**src/rtl/ram8_burst_master.sv**
```systemverilog
// Burst initiator for the 8-word RAM port: one start command becomes a
// sequence of single-word RAM accesses with valid/ready streams on the data side.
//
// Ports:
//   clk, reset            clock and async active-high reset
//   start/dir/base/count  burst command (captured in IDLE)
//   busy, done            status (done is a one-cycle pulse)
//   wr_data/valid/ready   write stream into the RAM
//   rd_data/valid/ready   read stream out of the RAM (rd_data registered)
//   mem_addr/wdata/load   RAM pins; mem_rdata is its combinational read data
module ram8_burst_master #(
  parameter int WIDTH = 16,
  parameter int AW    = 3
) (
  input  logic             clk,
  input  logic             reset,
  input  logic             start,
  input  logic             dir,
  input  logic [AW-1:0]    base,
  input  logic [AW:0]      count,
  output logic             busy,
  output logic             done,
  input  logic [WIDTH-1:0] wr_data,
  input  logic             wr_valid,
  output logic             wr_ready,
  output logic [WIDTH-1:0] rd_data,
  output logic             rd_valid,
  input  logic             rd_ready,
  output logic [AW-1:0]    mem_addr,
  output logic [WIDTH-1:0] mem_wdata,
  output logic             mem_load,
  input  logic [WIDTH-1:0] mem_rdata
);

  typedef enum logic [2:0] {
    IDLE,
    FETCH,
    SEND,
    WRITE,
    DONE
  } state_t;

  state_t          state;
  state_t          state_nx;
  logic [AW-1:0]   ptr;
  logic [AW:0]     remaining;
  logic            dir_q;
  logic            last;

  assign last = (remaining == {{AW{1'b0}}, 1'b1});

  always_ff @(posedge clk or posedge reset) begin
    if (reset) begin
      state     <= IDLE;
      ptr       <= '0;
      remaining <= '0;
      dir_q     <= 1'b0;
      rd_data   <= '0;
    end else begin
      state <= state_nx;
      unique case (state)
        IDLE: begin
          if (start && count != '0) begin
            ptr       <= base;
            remaining <= count;
            dir_q     <= dir;
          end
        end
        FETCH: rd_data <= mem_rdata;
        SEND: begin
          if (rd_ready) begin
            ptr       <= ptr + 1'b1;
            remaining <= remaining - 1'b1;
          end
        end
        WRITE: begin
          if (wr_valid) begin
            ptr       <= ptr + 1'b1;
            remaining <= remaining - 1'b1;
          end
        end
        default: ;
      endcase
    end
  end

  always_comb begin
    state_nx  = state;
    busy      = 1'b1;
    done      = 1'b0;
    wr_ready  = 1'b0;
    rd_valid  = 1'b0;
    mem_wdata = '0;
    mem_load  = 1'b0;
    unique case (state)
      IDLE: begin
        busy = 1'b0;
        if (start) begin
          if (count == '0) state_nx = DONE;
          else if (dir)    state_nx = WRITE;
          else             state_nx = FETCH;
        end
      end
      FETCH: state_nx = SEND;
      SEND: begin
        rd_valid = 1'b1;
        if (rd_ready) state_nx = last ? DONE : FETCH;
      end
      WRITE: begin
        wr_ready  = 1'b1;
        mem_wdata = wr_data;
        // gated by reset so an assert between edges blocks the RAM write
        mem_load  = wr_valid & ~reset;
        if (wr_valid && last) state_nx = DONE;
      end
      DONE: begin
        done     = 1'b1;
        state_nx = IDLE;
      end
      default: state_nx = IDLE;
    endcase
  end

  assign mem_addr = ptr;

endmodule

```
**config.mk**
```make
export PLATFORM = sky130hd
export DESIGN_NAME = ram8_burst_master
export DESIGN_NICKNAME = d
export VERILOG_FILES = /design/src/rtl/ram8_burst_master.sv
export SDC_FILE = /design/constraint.sdc
export NUM_CORES = 1
export LEC_CHECK = 0
export CAP_MARGIN = 0
export CORE_ASPECT_RATIO = 2
export CORE_UTILIZATION = 39
export CTS_BUF_LIST = sky130_fd_sc_hd__clkbuf_4
export DETAILED_ROUTE_END_ITERATION = 10
export PLACE_DENSITY = 0.88
export SYNTH_ARGS = -nofsm -noshare
export SYNTH_HDL_FRONTEND = slang
export SYNTH_SLANG_ARGS = --single-unit
```
**constraint.sdc**
```tcl
create_clock -name clk -period 2 [get_ports clk]
set_clock_uncertainty 0.2 [all_clocks]
set_input_delay 0.3 -clock clk [delete_from_list [all_inputs] [get_ports clk]]
set_output_delay 0.3 -clock clk [all_outputs]
set_load 0.05 [all_outputs]
```
==> run summary, run 1 <==
cell count after synthesis: 141
PwrDens: 1620 nW/µm²
number of flops mapped to enable cells by yosys: 0
largest net degree at the start of global routing: 27
Setup crit start kind: flip-flop
number of nets still failing antenna checks after routing: 0
fmax: 499.5 MHz
# DRC: 0
top cells by area, synth: dfrtp_1 (44%), mux2_2 (12%), and3_1 (7.2%), ha_1 (2.5%), nor2_1 (2.5%)
main flop type after synthesis: dfrtp_1
nets: 290
clock transition at the registers of the reported paths: 140 ps
worst-case reg-to-reg path depth: 5
Worst EP required: 1500 ps
CP cell instances: nand2b_2, nor2_4, and3_2, buf_12
Hold Slack: 144.9 ps
worst path buffer plus inverter count: 1
async set or reset register ratio after synthesis: 1.000
chip width: 45.51 µm
RSZ-0062 raised after global routing: true
main combinational cell family by area after synthesis: simple AND/OR/NAND/NOR gates
Rel. slew slack: 0.6582
layout cells sized above 1: 0.3776
first-pass GRT wire length: 6.486 mm
actual slew at the worst max-slew pin: 511.9 ps
std cell rows: 31
Synth Warn #: 0
Hold Crit Class: input pin to asynchronous set/reset pin
Yosys reg bits: 26
CTS tree: done
final worst slack: -1.893 ps
Max-cap violations: 0
DIE AREA: 4050 µm²
peak supply drop: 0.9070 mV
starting density of the core: 0.4093
RePlAce Congestion: 0.8163
port buffer count: 84
Num CTS Buffers: 3
multiplexer area fraction after synthesis: 0.1458
top cell type's share of synthesized area: 0.4407
Clock Path Buffers: 2
Wirelength per Cell: 16.53 µm
GRT overflow: 0
clk_lat worst skew: 320 ps
CP Capture Type: output port
Vias: 1,564
Post-Syn Nets: 189
IO Pins: 85
slowest CP cell: dfrtp_2
status: complete, but fails checks
vias in the first global route: 1,574
Root Driver: clkbuf_4
clock sink count: 26
Pins Over Slew Limit: 0
CP top delay family: simple AND/OR/NAND/NOR gates
DIE HEIGHT: 89.01 µm
synthesized area: 1476 µm²
Global Route Usage Sum: 0.2151
Post-Route Utilization: 0.7898
CP max stage delay: 460 ps
CTS H-tree depth: 1
n_diodes: 0
simple-gate share of the synthesized area: 0.2229
Synth area leader: dfrtp_1
post-layout min period: 2002 ps
crit path max fanout: 5
hpwl dp: 3.316 mm
Syn-to-layout area delta: 92.97%
Final Cycle Share: 1.001
DRT iter0 DRCs: 34
Synth Area in XOR/XNOR: 0
critical path class: flip-flop to output port
Post-Synth Adder-Cell Area: 0.02542
antenna violations before repair: 0
DRT Wirelength: 4.794 mm
Pre-antenna DRT Iters: 4
Synth Area in Compound Gates: 0.1144
Netlist cell types: 38
register area share after synthesis: 0.4407
worst endpoint data arrival time: 1500 ps
# fillers: 235
Post-Syn Area per Cell: 10.47 µm²
Placeable Area: 3607 µm²
Crit path depth: 4
vias per cell: 5.393
Final Setup Violations: 1
Leak: 1.304 nW
failing checks: negative setup slack
Hold Vio Cnt, Final: 0
-- registers in the layout (all words and copies together), names as in the netlist --
name and cells:
rd_data 16, state 3, remaining 4, mem_addr 3
-- power by group --
part           total, mW  internal [mW]  switching, mW
logic               3.41           1.49           1.93
clock network      0.226         0.0733          0.153
registers          0.976          0.796          0.181
total               4.62           2.35           2.26
-- worst paths after layout --
path | endpoint | from | slack, ps
min in group clk | rd_data[13] | rd_data[13] | 320
setup / recovery | mem_load | state[2] | -2
max in group asynchronous | state[1] | reset | 1190
setup reg to reg | rd_data[12] | state[1] | 140
hold / removal | rd_data[14] | reset | 140
hold reg to reg | rd_data[13] | rd_data[13] | 320
-- cells in the mapped netlist, types with 2 or more instances --
library cell / n
or3_1: 4
nor2b_1: 2
nand3_1: 6
clkbuf_1: 4
nor2_1: 10
nor3_1: 2
dfrtp_1: 26
buf_4: 2
and3_1: 17
ha_1: 3
a31oi_1: 3
buf_2: 3
inv_1: 4
nand2_1: 6
o21ai_0: 4
a21oi_1: 5
mux2i_1: 2
nand2b_1: 3
mux2_2: 16
-- routing by layer --
layer,part of all wire,up-vias,wire (µm),global-route usage
met1,0.32,738,1525,0.1876
met3,0.073,11,348,0.03838
met4,0.029,0,138,0.1047
li1,-,713,-,-
met5,0,-,0,0
met2,0.58,102,2781,0.4286
-- logic make-up after synthesis --
logic type      count (synthesis)
simple gates                   57
flops                          26
compound gates                 21
mux                            19
buf+inv                        15
fa+ha+maj                       3
-- stage by stage --
| step | power, mW | std cells | TNS [ps] | setup slack (ps) | cell area (µm²) |
|---|---|---|---|---|---|
| 6_report | 4.617 | 290 | -1.893 | -1.893 | 2849 |
| 5_1_grt | 4.851 | 290 | -123.0 | -58.10 | 2849 |
| 4_1_cts | 4.393 | 284 | 0 | 0.1538 | 2695 |
| 3_5_place_dp | 4.121 | 277 | -1024 | -184.8 | 2631 |
| 3_3_place_gp | 4.043 | 277 | -460.1 | -117.8 | 2631 |
| 2_1_floorplan | 2.965 | 141 | 0 | 46.27 | 1485 |
-- layout make-up --
| cell class | count | area (µm²) | area share |
|---|---|---|---|
| Timing Repair Buffer | 105 | 1254 | 0.4401 |
| Tap cell | 49 | 61.31 | 0.02152 |
| Multi-Input combinational cell | 101 | 832.0 | 0.2921 |
| Clock buffer | 3 | 22.52 | 0.007905 |
| Sequential cell | 26 | 654.4 | 0.2297 |
| Inverter | 5 | 21.27 | 0.007466 |
| Clock inverter | 1 | 3.754 | 0.001318 |
-- worst reg2reg max path, cell delays in order, from the launching register on --
cell and delay, ps:
dfrtp_2 480, clkbuf_2 170, buf_4 190, nor3_4 210, buf_12 180, mux2_2 340
-- layout by cell type, fill, tap and decap left out, drive strengths merged, types with 3 or more instances in the layout --
cell and instances:
o21ai 4, nand3 6, mux2 17, inv 5, dlygate4sd2 6, and3 17
ha 3, nor2 11, buf 43, nand2 6, dfrtp 26, dlymetal6s2s 10
nor3 4, clkdlybuf4s50 44, nand2b 3, or3 4, a31oi 3, a21oi 5
clkbuf 5
-- repair_timing --
| item | CTS | global route |
|---|---|---|
| gates cloned | 1 | 1 |
| hold buffers | 0 | 0 |
| buffers inserted | 2 | 5 |
| pin swaps | 0 | 1 |
| endpoints found under the setup margin | 25 | 27 |
| resized for setup | 17 | 25 |
Power figures use the tool's default switching activity.
==> inputs of run 2 (changes only) <==
--- a/config.mk
+++ b/config.mk
@@ -7,10 +7,10 @@
 export LEC_CHECK = 0
 export CAP_MARGIN = 0
 export CORE_ASPECT_RATIO = 2
-export CORE_UTILIZATION = 39
+export CORE_UTILIZATION = 35
 export CTS_BUF_LIST = sky130_fd_sc_hd__clkbuf_4
 export DETAILED_ROUTE_END_ITERATION = 10
-export PLACE_DENSITY = 0.88
+export PLACE_DENSITY = 0.84
 export SYNTH_ARGS = -nofsm -noshare
 export SYNTH_HDL_FRONTEND = slang
 export SYNTH_SLANG_ARGS = --single-unit
==> constraint.sdc (replaced) <==
create_clock -name clk -period 1.6 [get_ports clk]
set_clock_uncertainty 0.2 [all_clocks]
set_input_delay 0.24 -clock clk [delete_from_list [all_inputs] [get_ports clk]]
set_output_delay 0.24 -clock clk [all_outputs]
set_load 0.05 [all_outputs]
==> run 2 against run 1 <==
Combinational power up 72%. First-iteration DRC count grew 76%. Clock power is 120% higher. Sequential cell count unchanged. Non-clock buffer count grew 17. Power is 69% higher. The run still ends with negative setup slack left. Clock-buffer cell count is the same. Die area grew 11%. Setup slack lost 400 ps. Final area increased by 21%. Sequential share of layout area down 4.0 points. Final cell count rose by 6.6%.
==> run summary, run 2 (synthesized netlist as in run 1, its figures left out) <==
actual slew at the worst max-slew pin: 492.5 ps (was 511.9 ps)
Largest regs: rd_data: 16 flops, remaining: 4 flops (unchanged)
crit path max fanout: 3 (was 5)
PwrDens: 2263 nW/µm² (was 1620 nW/µm²)
peak supply drop: 1.892 mV (was 0.9070 mV)
chip width: 47.93 µm (was 45.51 µm)
first-pass GRT wire length: 8.866 mm (was 6.486 mm)
Hold Slack: 126.0 ps (was 144.9 ps)
Max-cap violations: 0 (unchanged)
n_diodes: 0 (unchanged)
clock sink count: 26 (unchanged)
Syn-to-layout area delta: 133.1% (was 92.97%)
Rel. slew slack: 0.6694 (was 0.6582)
CTS Hold Bufs: 0 (unchanged)
P_sw: 3.506 mW (was 2.262 mW)
hpwl dp: 3.801 mm (was 3.316 mm)
largest net degree at the start of global routing: 27 (unchanged)
Clock Path Buffers: 2 (unchanged)
critical path class: flip-flop to output port (unchanged)
Setup crit start kind: flip-flop (unchanged)
Placed Area: 3039 µm² (was 2631 µm²)
number of nets still failing antenna checks after routing: 0 (unchanged)
post-layout min period: 2004 ps
worst endpoint data arrival time: 1560 ps (was 1500 ps)
clk_lat worst skew: 350 ps (was 320 ps)
Reg power frac: 0.183 (was 0.212)
Hold Crit Class: input pin to asynchronous set/reset pin (unchanged)
vias per cell: 5.537 (was 5.393)
Leak: 1.507 nW (was 1.304 nW)
Global Route Usage Sum: 0.2811 (was 0.2151)
Final Setup Violations: 46 (was 1)
CP Capture Type: output port (unchanged)
FF-to-FF Start: state[2] (was state[1])
CTS tree: done (unchanged)
clock transition at the registers of the reported paths: 160 ps (was 140 ps)
commonest non-fill, non-tap cell in the layout: buf_12 (was clkdlybuf4s50_1)
antenna violations before repair: 0 (unchanged)
DIE AREA: 4498 µm² (was 4050 µm²)
fmax: 498.9 MHz
Vias: 1,711 (was 1,564)
Pins Over Slew Limit: 0 (unchanged)
layout cells sized above 1: 0.5759 (was 0.3776)
slowest CP cell: dfrtp_1 (was dfrtp_2)
Hold Vio Cnt, Final: 0 (unchanged)
GRT overflow: 0 (unchanged)
worst-case reg-to-reg path depth: 7 (was 5)
Num CTS Buffers: 3 (unchanged)
DRT Wirelength: 6.574 mm (was 4.794 mm)
RePlAce Congestion: 0.9215 (was 0.8163)
Logic pwr share: 0.754 (was 0.740)
clock power share: 0.063 (was 0.049)
starting density of the core: 0.3612 (was 0.4093)
Placeable Area: 4088 µm² (was 3607 µm²)
CP max stage delay: 440 ps (was 460 ps)
std cell rows: 33 (was 31)
nets: 306 (was 290)
worst path buffer plus inverter count: 4 (was 1)
RSZ-0062 raised after global routing: true (unchanged)
IO Pins: 85 (unchanged)
failing checks: negative setup slack (unchanged)
Root Driver: clkbuf_4 (unchanged)
Post-Route Utilization: 0.8418 (was 0.7898)
status: complete, but fails checks (unchanged)
Sw Ratio: 0.4502 (was 0.4899)
CP top delay family: flip-flops (was simple AND/OR/NAND/NOR gates)
port buffer count: 84 (unchanged)
R2R Path End: mem_addr[1] (was rd_data[12])
most used cell, CP: buf_6
reg2reg setup slack: -180 ps (was 140 ps)
CP cell instances: buf_6, inv_4, buf_6, nor2_4, and3_4, buf_12 (was nand2b_2, nor2_4, and3_2, buf_12)
Final Cycle Share: 1.253
Worst EP required: 1160 ps (was 1500 ps)
Wirelength per Cell: 21.28 µm (was 16.53 µm)
DIE HEIGHT: 93.85 µm (was 89.01 µm)
internal power: 4.281 mW (was 2.355 mW)
final worst slack: -404.3 ps (was -1.893 ps)
max FFs per register: 16 (unchanged)
most frequent cells in the layout: buf_12 (42), clkdlybuf4s50_1 (40), dfrtp_1 (25) (was clkdlybuf4s50_1 (44), dfrtp_1 (23), buf_12 (22))
Pre-antenna DRT Iters: 4 (unchanged)
vias in the first global route: 1,810 (was 1,574)
# DRC: 0 (unchanged)
DRT iter0 DRCs: 60 (was 34)
CTS H-tree depth: 1 (unchanged)
# fillers: 165 (was 235)
Most flops, register: rd_data (unchanged)
Post-Layout Inst Area: 3441 µm² (was 2849 µm²)
## run 2: cell count changes in the layout (fill, tap and decap cells not counted), moves of 6 or more
cell	delta
buf_12	+20
mux2_2	-16
and3_1	-6
buf_6	+15
and3_4	+7
dlymetal6s2s_1	-8
mux2_4	+16
## run 2: timing repair
| action | CTS | global route |
|---|---|---|
| endpoints found under the setup margin | 47 | 47 |
| cloned | 1 | 0 |
| gates resized for setup | 25 | 45 |
| buffers inserted | 12 | 7 |
| pin swaps | 7 | 16 |
## run 2: area by class of cell
| class | instances | area (µm²) | share of cell area |
|---|---|---|---|
| multi-input combinational | 100 | 1032 | 0.3000 |
| tap | 52 | 65.06 | 0.01891 |
| clock inverter | 1 | 30.03 | 0.008727 |
| timing repair buffer | 122 | 1618 | 0.4702 |
| sequential | 26 | 651.9 | 0.1895 |
| clock buffer | 3 | 22.52 | 0.006545 |
| inverter | 5 | 21.27 | 0.006182 |
## run 2: per-layer routing
metal,GRT usage,up-vias,share of wire
met5,0,-,0
met4,0.09954,0,0.049
met3,0.04038,35,0.066
met2,0.5113,122,0.55
met1,0.3030,815,0.33
li1,-,739,-
## run 2: power by group through the flow
| stage | logic (mW) | registers, mW | clock network, mW |
|---|---|---|---|
| after floorplan | 1.88 | 2.04 | 0 |
| after global placement | 4.85 | 1.34 | 0 |
| after detailed placement | 4.95 | 1.37 | 0 |
| after CTS | 5.37 | 1.37 | 0.471 |
| after global routing | 6.07 | 1.45 | 0.510 |
| final | 5.87 | 1.42 | 0.491 |
## run 2: worst max path at each step
stage	startpoint	cells past startpoint	end	slack, ps
6_report	state[0]	6	mem_load	-400
4_1_cts	state[2]	4	mem_wdata[1]	-340
3_3_place_gp	count[1]	5	mem_addr[1]	-450
5_1_grt	state[0]	6	mem_load	-460
2_1_floorplan	state[0]	5	mem_addr[1]	-180
3_5_place_dp	count[1]	5	mem_addr[1]	-500
## run 2: worst register-to-register path, stage by stage, from the launching register on
cell	delay, ps
dfrtp_1	430
buf_6	140
buf_6	110
buf_6	110
buf_6	120
buf_12	130
nor2_4	160
mux2_4	310
## run 2: through the flow
stage / power, mW / TNS, ps / cells / worst slack (ps)
5_1_grt: 8.032 / -12650 / 309 / -462.1
3_3_place_gp: 6.185 / -4053 / 291 / -450.9
3_5_place_dp: 6.315 / -5446 / 291 / -504.0
4_1_cts: 7.205 / -9179 / 306 / -336.9
6_report: 7.786 / -10660 / 309 / -404.3
2_1_floorplan: 3.923 / -1245 / 141 / -176.0
==> patch 1 (settings of run 1) <==
Make the reset (`reset`) synchronous in one clocked block. Comments in the files are not updated.
--- a/src/rtl/ram8_burst_master.sv
+++ b/src/rtl/ram8_burst_master.sv
@@ -49,7 +49,7 @@
 
   assign last = (remaining == {{AW{1'b0}}, 1'b1});
 
-  always_ff @(posedge clk or posedge reset) begin
+  always_ff @(posedge clk) begin
     if (reset) begin
       state     <= IDLE;
       ptr       <= '0;
Formal check against the unedited RTL: differs if reset is asserted again (counterexample within 4 cycles, from zero or initial values and one cycle with reset high); with reset held inactive, the same outputs for 10 cycles.
==> patch 1 against run 1 <==
  * Sequential cell count is the same
  * Cell area shrank 8.0%
  * Wire length shrank 9.4%
  * Highest routed layer unchanged
  * Global-route usage grew 0.87 points
  * Count of clock-buffer cells in the layout is the same
  * Critical path depth is the same
  * Synthesized area shrank 11%
  * Setup slack gained 8.9 ps
Power is not compared: it rests on default switching activity, and its combinational part moved more than twofold at a synthesized area within 25%.
==> patch 1: results (changes against run 1) <==
[outcome]
status=complete, no violations

[cells_and_area]
layout.nets=310  ; +6.9%
fillerInstances=175  ; -26%
seqCellArea_um2=526  ; -20%
post_route_cells_drive_above_1_share_pct=25.3  ; -12 points

[synthesis]
synth_compound_gate_area_share_pct=19.5  ; +8.1 points
yosysSeqAreaShare_pct=39.4  ; -4.7 points
yosys.cell_types.count=31  ; -18%
synth_top_cells_by_area=sky130_fd_sc_hd__dfxtp_1 39%, sky130_fd_sc_hd__nand2_1 11%, sky130_fd_sc_hd__a21oi_1 9.1%, sky130_fd_sc_hd__and3_1 8.0%, sky130_fd_sc_hd__clkbuf_1 3.4%
synthAdderAreaFrac_pct=2.84  ; +0.30 points
syn_nets=221  ; +17%
async_reset_ff_share_pct=0  ; -100 points
most_numerous_cell_types_in_the_synthesized_netlist=39 x sky130_fd_sc_hd__nand2_1, 26 x sky130_fd_sc_hd__dfxtp_1, 24 x sky130_fd_sc_hd__a21oi_1

[worst_setup_path]
r2r-start=state[2]
cpMaxStageDelayCell=sky130_fd_sc_hd__dfxtp_4

[global_route]
grt_start_max_net_pins=25  ; -7.4%
vias_in_the_first_global_route=1528  ; -2.9%
globalRouteTotalUtil_pct=22.4  ; +0.87 points

[drt]
dr_total_vias=1584  ; +1.3%
routed_wl_mm=4.34  ; -9.4%
drtIter0Drc=32  ; -5.9%

[hold_path]
path_category_of_the_worst_min_delay_check=reg2reg

[placement]
finalWeightedCongestion=0.867  ; +6.2%
place_area_mm2=0.00243  ; -7.7%

[clock_network]
ctsRootBufferMaster=sky130_fd_sc_hd__clkbuf_4

[sta]
slew_headroom_pct=65.5  ; -0.32 points

## patch 1: changes by cell type in the layout (fill, tap and decap cells not counted), moves of 4 or more
cell / delta
sky130_fd_sc_hd__nand2_1: +32
sky130_fd_sc_hd__dfxtp_1: +24
sky130_fd_sc_hd__dfrtp_1: -23
sky130_fd_sc_hd__a21oi_1: +19
sky130_fd_sc_hd__mux2_2: -15
sky130_fd_sc_hd__dlygate4sd2_1: -6
sky130_fd_sc_hd__nand3_1: -6
sky130_fd_sc_hd__buf_4: -5
sky130_fd_sc_hd__dlymetal6s2s_1: +4
sky130_fd_sc_hd__o21ai_0: +4
## patch 1: area by class of cell
class,instances,area share [%]
inverter,3,0.430
tap,31,1.48
clock inverter,1,0.143
timing repair buffer,97,45.1
clock buffer,3,0.860
sequential,26,20.1
multi-input combinational,131,31.9
## patch 1: stage by stage
step                setup WS (ps)  setup TNS [ps]  instances  hold WS, ps
CTS                      -0.00500        -0.00500        288          264
finish                       7.01               0        292          260
global placement            -77.1            -195        284          241
floorplan                    -137            -137        173          236
detailed placement           -126            -539        284          246
global route                -51.0            -243        292          278
## patch 1: final timing paths
| path | to | cells past startpoint | slack (ps) |
|---|---|---|---|
| hold reg to reg | rd_data[6] | 2 | 260 |
| setup reg to reg | mem_addr[0] | 4 | 100 |
| hold / removal | rd_data[6] | 2 | 260 |
| setup / recovery | mem_load | 4 | 7 |
## patch 1: tightest hold or removal path: cells and delay by family (launching register included)
kind	cells	cell delay, ps
flip-flops	1	330
AND/OR/NAND/NOR	1	50
AO/OA/AOI/OAI	1	50
## patch 1: per-layer routing
| layer | routed length [um] | vias up | global-route usage, % |
|---|---|---|---|
| li1 | - | 778 | - |
| met1 | 1560 | 721 | 22.6 |
| met2 | 2480 | 81 | 41.9 |
| met3 | 247 | 4 | 3.66 |
| met4 | 56 | 0 | 10.2 |
| met5 | 0 | - | 0 |
## patch 1: cell families after synthesis
| kind of cell | after synthesis |
|---|---|
| adder cells (fa/ha/maj) | 3 |
| flip-flops | 26 |
| multiplexers | 3 |
| buffers and inverters | 16 |
| AND/OR/NAND/NOR | 82 |
| AO/OA/AOI/OAI | 43 |
## patch 1: what timing repair did
action                                  in CTS  in global routing
gates resized for setup                      5                 37
endpoints found under the setup margin      18                 33
endpoints found under the hold margin        0                  0
cloned                                       0                  1
pin swaps                                    0                  3
buffers inserted                             0                  3
## patch 1: power groups by stage
stage	combinational [uW]	sequential [uW]	clock (uW)
after global routing	1480	714	251
after floorplan	578	915	0
after detailed placement	1310	702	0
final	1400	698	224
after CTS	1320	694	230
after global placement	1280	697	0
==> patch 2 (config.mk and constraints of run 1) <==
Made on the original files. Change the parameter `WIDTH` from 16 to 14.
--- a/src/rtl/ram8_burst_master.sv
+++ b/src/rtl/ram8_burst_master.sv
@@ -9,7 +9,7 @@
 //   rd_data/valid/ready   read stream out of the RAM (rd_data registered)
 //   mem_addr/wdata/load   RAM pins; mem_rdata is its combinational read data
 module ram8_burst_master #(
-  parameter int WIDTH = 16,
+  parameter int WIDTH = 14,
   parameter int AW    = 3
 ) (
   input  logic             clk,
Ports: changed (resized mem_rdata, mem_wdata, rd_data and wr_data); port bits go from 85 to 77. The function was not compared with the original's and may differ.
==> patch 2 against run 1 <==
  * The run ends with design-rule violations, negative setup slack left
  * Cell area shrank 9.8%
  * Sequential cell count shrank 2
  * Synthesized area is 9.4% lower
  * Register-to-register slack got worse by 80 ps
  * Setup slack got worse by 24 ps
  * First-iteration DRC count grew 110%
  * Combinational power fell by 4%
  * Total power shrank 1.7%
  * Critical path depth unchanged
  * Global-route usage grew 4.8 points
  * Wire length shrank 1.7%
  * Die area is 9.1% lower
  * Critical endpoint is now mem_wdata[6]
  * Largest cell class unchanged
==> patch 2: results (changes against run 1) <==
[outcome]
status=finished with violations
violations=design-rule violations, negative setup slack

[pwr]
vdd_drop_max_uv=1270  ; +40%
cellInternalPower_uw=2280  ; -3.1%
leak_uw=0.00113  ; -14%

[global_route]
vias_in_the_first_global_route=1489  ; -5.4%
use_met1_pct=24.9  ; +6.2 points
grt_start_max_net_pins=25  ; -7.4%
globalRouteTotalUtil_pct=26.3  ; +4.8 points
grt_use_met3_pct=4.04  ; +0.20 points
antenna_violations_before_repair=0  ; unchanged
grt.met2_usage_pct=50.7  ; +7.8 points
grt_pass1_wl_mm=7.15  ; +10%

[drt]
dr_total_vias=1406  ; -10%
final_routed_drc_violation_total=13  ; +13
drtIter0Drc=73  ; +110%
drtPass1Iterations=7  ; +3
routedWlPerCell_um=19.2  ; +16%

[worst_setup_path]
ff2ff_setup_slack_ps=60  ; -80 ps
arrival_time_at_the_worst_endpoint_ps=1530  ; +30 ps
crit_path_start=state[2]
worst_r2r_endpoint=remaining[2]
crit_path_end=mem_wdata[6]
crit_fanout=23  ; +18
critical-path-max-stage-delay_ps=430  ; -30 ps
reg2regPathDepth=6  ; +1
critical-path-top-delay-family=simple AND/OR/NAND/NOR gates
r2r-start=state[1]
cpMaxStageDelayCell=sky130_fd_sc_hd__dfrtp_1

[clock_network]
cts-htree-levels=1  ; unchanged
ctsRootBufferMaster=sky130_fd_sc_hd__clkbuf_4
clk_transition_reported_paths_ps=140  ; about the same
cts-buffers-inserted=3  ; unchanged
insertion_delay_ps=330
clock_tree.buffer_depth=2  ; unchanged

[placement]
finalWeightedCongestion=0.841  ; +3.0%
place.port_buffers=76  ; -9.5%
place_area_mm2=0.00236  ; -10%
hpwlAfterDp_mm=3.21  ; -3.1%

[synthesis]
most_numerous_cell_types_in_the_synthesized_netlist=24 x sky130_fd_sc_hd__dfrtp_1, 16 x sky130_fd_sc_hd__and3_1, 10 x sky130_fd_sc_hd__mux2_1
yosysSeqAreaShare_pct=44.9  ; +0.83 points
async_reset_ff_share_pct=100  ; unchanged
synth_compound_gate_area_share_pct=12.3  ; +0.91 points
yosys.cell_types.count=37  ; -2.6%
synth.mux.area_fraction_pct=14.8  ; +0.20 points
synthAdderAreaFrac_pct=2.81  ; +0.26 points
syn_nets=170  ; -10%
ys.warnings.count=0  ; unchanged
synth_top_cells_by_area=sky130_fd_sc_hd__dfrtp_1 45%, sky130_fd_sc_hd__mux2_1 8.4%, sky130_fd_sc_hd__and3_1 7.5%, sky130_fd_sc_hd__mux2_2 3.4%, sky130_fd_sc_hd__ha_1 2.8%
xor_xnor_share_of_the_synthesized_area_pct=0  ; unchanged

[sta]
tightestPinTransition_ps=531  ; +18.7 ps
finalSetupTns_ps=-255  ; -253 ps
finalSetupViolCount=15  ; +14
finalWorstSetupSlack_ps=-26.2  ; -24.3 ps

[cells_and_area]
reg.largest.list=rd_data: 14 flops, remaining: 4 flops
post_route_cells_drive_above_1_share_pct=37.2  ; -0.55 points
insertedDiodeCount=0  ; unchanged
layout.nets=260  ; -10%

[hold_path]
path_category_of_the_worst_min_delay_check=in2async

[patch 2: worst min-delay path by stage]
stage,from,endpoint,slack [ps]
floorplan,reset,mem_addr[0],120
global placement,rd_data[12],rd_data[12],270
detailed placement,rd_data[9],rd_data[9],270
CTS,reset,rd_data[1],140
global route,reset,rd_data[5],180
finish,reset,rd_data[4],130
[patch 2: worst register-to-register path, delay by kind of cell, from the launching register on]
| kind | cells | cell delay [ps] |
|---|---|---|
| flip-flops | 1 | 440 |
| buffers and inverters | 2 | 340 |
| AO/OA/AOI/OAI | 2 | 270 |
| AND/OR/NAND/NOR | 1 | 400 |
| multiplexers | 1 | 220 |
[patch 2: metal layers]
layer	wire length (um)	vias to the layer above
met3	372	19
met5	0	-
met4	189	0
met1	1510	663
met2	2640	83
li1	-	641
[patch 2: through the flow]
step	instances	power [uW]	util [%]	setup WS (ps)	hold WS (ps)
finish	246	4540	79.5	-26.2	131
global route	246	4710	79.5	-88.3	179
CTS	242	4380	77.8	-13.7	144
detailed placement	236	3940	73.0	-193	274
global placement	236	3840	73.0	-151	271
floorplan	126	2810	-	22.5	120
[patch 2: power by group through the flow]
stage                     logic, uW  registers, uW  clock network [uW]
after global routing           3410            939                 369
after global placement         2920            926                   0
after floorplan                1300           1510                   0
after CTS                      3110            920                 356
final                          3270            920                 354
after detailed placement       2990            952                   0
[patch 2: final cells by class]
cell class / count / area [um^2]
Clock buffer: 3 / 22.5
Clock inverter: 1 / 30.0
Fill cell: 176 / 661
Inverter: 5 / 22.5
Multi-Input combinational cell: 89 / 783
Sequential cell: 24 / 603
Tap cell: 31 / 38.8
Timing Repair Buffer: 93 / 1070
[patch 2: timing repair]
action	CTS	global route
pin swaps	2	4
endpoints found under the setup margin	28	22
setup buffers	2	4
resized for setup	34	7
